==> config.mk <==
export PLATFORM = sky130hd
export DESIGN_NAME = instr_sequencer
export DESIGN_NICKNAME = d
export VERILOG_FILES = /design/src/rtl/instr_sequencer.sv
export SDC_FILE = /design/constraint.sdc
export NUM_CORES = 1
export LEC_CHECK = 0
export BUFFER_PORTS_ARGS = -buffer_cell sky130_fd_sc_hd__buf_2
export CAP_MARGIN = 20
export CORE_ASPECT_RATIO = 1.4
export CORE_UTILIZATION = 55
export DETAILED_ROUTE_END_ITERATION = 7
export GPL_TIMING_DRIVEN = 0
export MAX_ROUTING_LAYER = met4
export PLACE_DENSITY = 0.75
export SYNTH_ARGS = -nofsm -noshare
export SYNTH_HDL_FRONTEND = slang
export SYNTH_SLANG_ARGS = --single-unit
==> constraint.sdc <==
create_clock -name clk -period 7.4 [get_ports clk]
set_input_delay 0.37 -clock clk [delete_from_list [all_inputs] [get_ports clk]]
set_output_delay 0.37 -clock clk [all_outputs]
set_load 0.005 [all_outputs]
==> src/rtl/instr_sequencer.sv <==
// rtl/instr_sequencer.sv - program store and issue sequencer feeding one instruction per clock to the CPU; loop mode via SEQ_LOOP_EN
module instr_sequencer #(
    parameter int          DEPTH     = 16,
    parameter int          ADDR_W    = 4,
    parameter logic [20:0] NOP_INSTR = 21'h000000
) (
    input  logic              clk,
    input  logic              rst,
    input  logic              load_valid,
    input  logic [20:0]       load_data,
    input  logic              load_last,
    output logic              load_ready,
    input  logic              start,
    input  logic              stop,
    input  logic              step,
    output logic [20:0]       instr_out,
    output logic              instr_valid,
    output logic [ADDR_W-1:0] pc,
    output logic [ADDR_W:0]   prog_len,
    output logic              busy,
    output logic              done
);

    typedef enum logic [1:0] {S_IDLE, S_RUN, S_HALT, S_STEP} state_e;

    localparam logic [ADDR_W:0] DEPTH_L = (ADDR_W + 1)'(DEPTH);

    state_e            state_q, state_d;
    logic [20:0]       mem_q [DEPTH];
    logic [ADDR_W:0]   wp_q, wp_d;
    logic [ADDR_W:0]   prog_len_q, prog_len_d;
    logic [ADDR_W-1:0] pc_q, pc_d;
    logic [20:0]       instr_q, instr_d;
    logic              valid_q, valid_d;
    logic              done_q, done_d;
    logic              load_fire;
    logic              pc_last;
    logic              run_start;
    logic [ADDR_W-1:0] pc_inc;

    // wp reaching DEPTH marks a full store; it is rewound on load_last or when a run starts
    assign load_ready = (state_q == S_IDLE) && !wp_q[ADDR_W];
    assign load_fire  = load_valid && load_ready;
    assign pc_last    = ({1'b0, pc_q} == (prog_len_q - 1'b1));
    assign run_start  = start && !load_fire && (prog_len_q != '0);
    assign pc_inc     = pc_q + 1'b1;

    assign instr_out   = instr_q;
    assign instr_valid = valid_q;
    assign pc          = pc_q;
    assign prog_len    = prog_len_q;
    assign done        = done_q;
    assign busy        = (state_q != S_IDLE);

    always_ff @(posedge clk) begin
        if (!rst) begin
            state_q    <= S_IDLE;
            wp_q       <= '0;
            prog_len_q <= '0;
            pc_q       <= '0;
            instr_q    <= NOP_INSTR;
            valid_q    <= 1'b0;
            done_q     <= 1'b0;
        end else begin
            state_q    <= state_d;
            wp_q       <= wp_d;
            prog_len_q <= prog_len_d;
            pc_q       <= pc_d;
            instr_q    <= instr_d;
            valid_q    <= valid_d;
            done_q     <= done_d;
        end
    end

    // Store contents survive reset by design
    always_ff @(posedge clk) begin
        if (rst && load_fire) begin
            mem_q[wp_q[ADDR_W-1:0]] <= load_data;
        end
    end

    always_comb begin
        state_d = state_q;
        unique case (state_q)
            S_IDLE: if (run_start) state_d = S_RUN;
            S_RUN: begin
`ifdef SEQ_LOOP_EN
                if (stop) state_d = S_HALT;
`else
                if (pc_last)   state_d = S_IDLE;
                else if (stop) state_d = S_HALT;
`endif
            end
            S_HALT: begin
                if (stop)       state_d = S_HALT;
                else if (start) state_d = S_RUN;
                else if (step)  state_d = S_STEP;
            end
            S_STEP: begin
`ifdef SEQ_LOOP_EN
                state_d = S_HALT;
`else
                state_d = pc_last ? S_IDLE : S_HALT;
`endif
            end
        endcase
    end

    always_comb begin
        wp_d       = wp_q;
        prog_len_d = prog_len_q;
        pc_d       = pc_q;
        instr_d    = instr_q;
        valid_d    = valid_q;
        done_d     = 1'b0;
        unique case (state_q)
            S_IDLE: begin
                if (load_fire) begin
                    prog_len_d = wp_q + 1'b1;
                    if (load_last)                 wp_d = '0;
                    else if (wp_q == DEPTH_L - 1'b1) wp_d = DEPTH_L;
                    else                           wp_d = wp_q + 1'b1;
                end else if (run_start) begin
                    wp_d    = '0;
                    pc_d    = '0;
                    instr_d = mem_q[0];
                    valid_d = 1'b1;
                end
            end
            S_RUN: begin
`ifdef SEQ_LOOP_EN
                if (stop) begin
                    valid_d = 1'b0;
                    instr_d = NOP_INSTR;
                    pc_d    = pc_last ? '0 : pc_inc;
                end else if (pc_last) begin
                    instr_d = mem_q[0];
                    pc_d    = '0;
                    done_d  = 1'b1;
                end else begin
                    pc_d    = pc_inc;
                    instr_d = mem_q[pc_inc];
                end
`else
                if (pc_last) begin
                    valid_d = 1'b0;
                    instr_d = NOP_INSTR;
                    pc_d    = '0;
                    done_d  = 1'b1;
                end else if (stop) begin
                    valid_d = 1'b0;
                    instr_d = NOP_INSTR;
                    pc_d    = pc_inc;
                end else begin
                    pc_d    = pc_inc;
                    instr_d = mem_q[pc_inc];
                end
`endif
            end
            S_HALT: begin
                if (!stop && (start || step)) begin
                    instr_d = mem_q[pc_q];
                    valid_d = 1'b1;
                end
            end
            S_STEP: begin
                valid_d = 1'b0;
                instr_d = NOP_INSTR;
                if (pc_last) begin
                    pc_d   = '0;
                    done_d = 1'b1;
                end else begin
                    pc_d   = pc_inc;
                end
            end
        endcase
    end

endmodule

==> reports/metrics.cfg <==
[outcome]
status=finished, final reports clean

[finish]
final_nets=1235
drive_gt1_frac=0.2936
multiInputGateArea_sq_um=6584
fin_area_sq_um=20260
n_fill_cell=2263
area_growth_pct=13.50
seq_area_sq_um=10950

[critical_path]
path_class=flop to flop
cp-end-kind=flop
r2r_cells=5
cp_max_fo=21
critPathLaunchType=flop
worstPathRequired_ns=7.54
worstPathArrival_ns=3.53

[sta]
finalSetupViolations=0
slew_headroom=0.2022
fmax_mhz=294.7
tns_ns=0
worst_pin_slew_ns=1.197
finalMaxSlewViolations=0
hold_viol_final=0
fin_worst_skew_ns=0.01886
period_minus_slack_ns=3.393
rsz0062_at_grt=false
min_period_over_period=0.4586

[worst_hold_path]
hold_depth=1
min_path_type=input pin to flop

[die]
dieHeight_um=215.2
io_pins=62
die_area_sq_um=33190
row_count=77
core_sq_um=31790
start_util=0.5615
die_w_um=154.3

[placement]
place_congestion=0.8723
dpl_cell_area_sq_um=19000
io_buffers=61
hpwl_um=34260

[yosys]
yosysMostFrequentCell=edfxtp_1
synthAdderAreaFrac=0.004906
synth-edff-count=336
synth_seq_cells=379
ys.flop_type=edfxtp_1
synthMuxAreaShare=0.2356
synth_top_family_by_area=multiplexers
post-synth-top-area-cell=edfxtp_1
synth_compound_area_frac=0.07156
avgSynthCellArea_sq_um=16.45
yosys-top-cells-count=336 x edfxtp_1, 130 x mux4_2, 122 x mux2i_1
synth_top_area_share=0.5652
async_flop_share=0
synth_area_sq_um=17850
syn_inst=1085
yosys.area_share.simple=0.04675
synth_area_leaders=edfxtp_1 57%, mux4_2 16%, mux2i_1 6.8%
ys_seq_area_frac=0.6134
synth_nets=1120
synth_xor_area_frac=0.003855
yosysWarnings=0
synth_cell_type_count=57

[clock_network]
htreeDepth=2
clock_sinks=379
cts_buffer_depth=3
clkLatencyLatePin_ns=0.54
post_cts_buffers=0
hold_buffers=0
root_buffer=clkbuf_16
cts_resized=0
cts_buffers=36
clk_pin_slew_ns=0.06
cts_tree=built

[routing]
dr.pass1.iters=5
via_per_inst=7.019
vias=11390
routedWlPerCell_um=31.56
ant_nets=0
wirelength_um=51190
drt_iter0_drc=1209
drc=0

[job]
drv_cap=0

[global_route]
grt_max_degree=22
antenna_found_initial=1
grt_first_pass_wirelength_um=75400
grt_pass1_vias=11900
grt_use_total=0.3295
gr-total-overflow=0

[power_and_ir_drop]
p_leak_nw=6.407
pwr_density_cell_nw_per_um2=238.4
peakVddDrop_mv=0.2164

## placed cells by master, fill, tap and decap left out, types with 8 or more instances in the layout
cell type / Yosys / layout
a22oi_1: 27 / 27
a41oi_1: 10 / 10
edfxtp_1: 336 / 336
buf_6: 1 / 12
dfxtp_1: 43 / 43
nand2_1: 46 / 46
inv_1: 9 / 9
o21ai_0: 18 / 18
buf_1: 8 / 8
mux2i_1: 122 / 122
nor2b_1: 35 / 35
nand3_1: 12 / 12
o21ai_2: 10 / 10
nand2_2: 10 / 10
clkbuf_1: 20 / 28
mux4_2: 130 / 130
o21ai_1: 17 / 17
a21oi_1: 51 / 51
o211ai_1: 12 / 12
buf_2: 32 / 93
nor2_4: 0 / 12
a211oi_1: 25 / 25
buf_4: 13 / 14
clkbuf_16: 0 / 37
nor2_1: 20 / 8
## cell families after synthesis
| kind of cell | Yosys count |
|---|---|
| buffers and inverters | 85 |
| AOI/OAI and AO/OA | 188 |
| and+or+nand+nor | 162 |
| DFF | 379 |
| adders and majority gates | 7 |
| xor gates and xnor gates | 7 |
| muxes | 257 |
## metal layers
metal | track usage | wire length, um
met4 | 0.2135 | 3663
met3 | 0.06473 | 4837
met5 | - | 0
met2 | 0.5171 | 24830
met1 | 0.3901 | 17860
## state kept, by name, summed over array words and instances (netlist names), named ones only
register / count
pc: 4
wp_q: 5
instr_out: 21
state_q: 2
prog_len: 5
done: 1
mem_q: 336
instr_valid: 1
## through the flow
stage / setup slack, ns / hold slack, ns / cells / power [W] / utilization
2_1_floorplan: 4.195 / 0.4437 / 1085 / 0.002716 / -
3_3_place_gp: 1.451 / 0.4419 / 1541 / 0.002873 / 0.5866
3_5_place_dp: 4.173 / 0.4468 / 1557 / 0.002887 / 0.5977
4_1_cts: 4.126 / 0.1926 / 1621 / 0.004835 / 0.6372
5_1_grt: 3.929 / 0.2061 / 1622 / 0.004956 / 0.6373
6_report: 4.007 / 0.2059 / 1622 / 0.004830 / 0.6373
## worst max-delay path, stage by stage, from the launching register on
cell,delay [ns]
dfxtp_1,0.42
nor2_2,0.58
and3_1,0.34
clkbuf_1,0.37
nand3_1,0.38
nor2_4,0.90
## worst paths after layout
kind / to / start / slack (ns)
worst min register to register: instr_out[2] / instr_out[2] / 0.46
worst max-delay path: mem_q[10][2] / state_q[1] / 4.01
worst min-delay path: mem_q[4][12] / load_data[12] / 0.21
worst max register to register: mem_q[10][2] / state_q[1] / 4.01
## layout make-up
cell class | count | area share
antenna | 1 | 0.0001235
buffer | 75 | 0.01921
clock buffer | 48 | 0.04922
clock inverter | 16 | 0.01278
inverter | 10 | 0.001853
multi-input combinational | 621 | 0.3250
sequential | 379 | 0.5405
tap | 395 | 0.02439
timing repair buffer | 77 | 0.02699
## report_power, final
| group | internal [W] | switching (W) | leakage (nW) |
|---|---|---|---|
| Sequential | 0.00235 | 0.0000235 | 3.38 |
| Combinational | 0.000200 | 0.000271 | 2.42 |
| Clock | 0.00119 | 0.000788 | 0.614 |
Power figures use the tool's default switching activity.
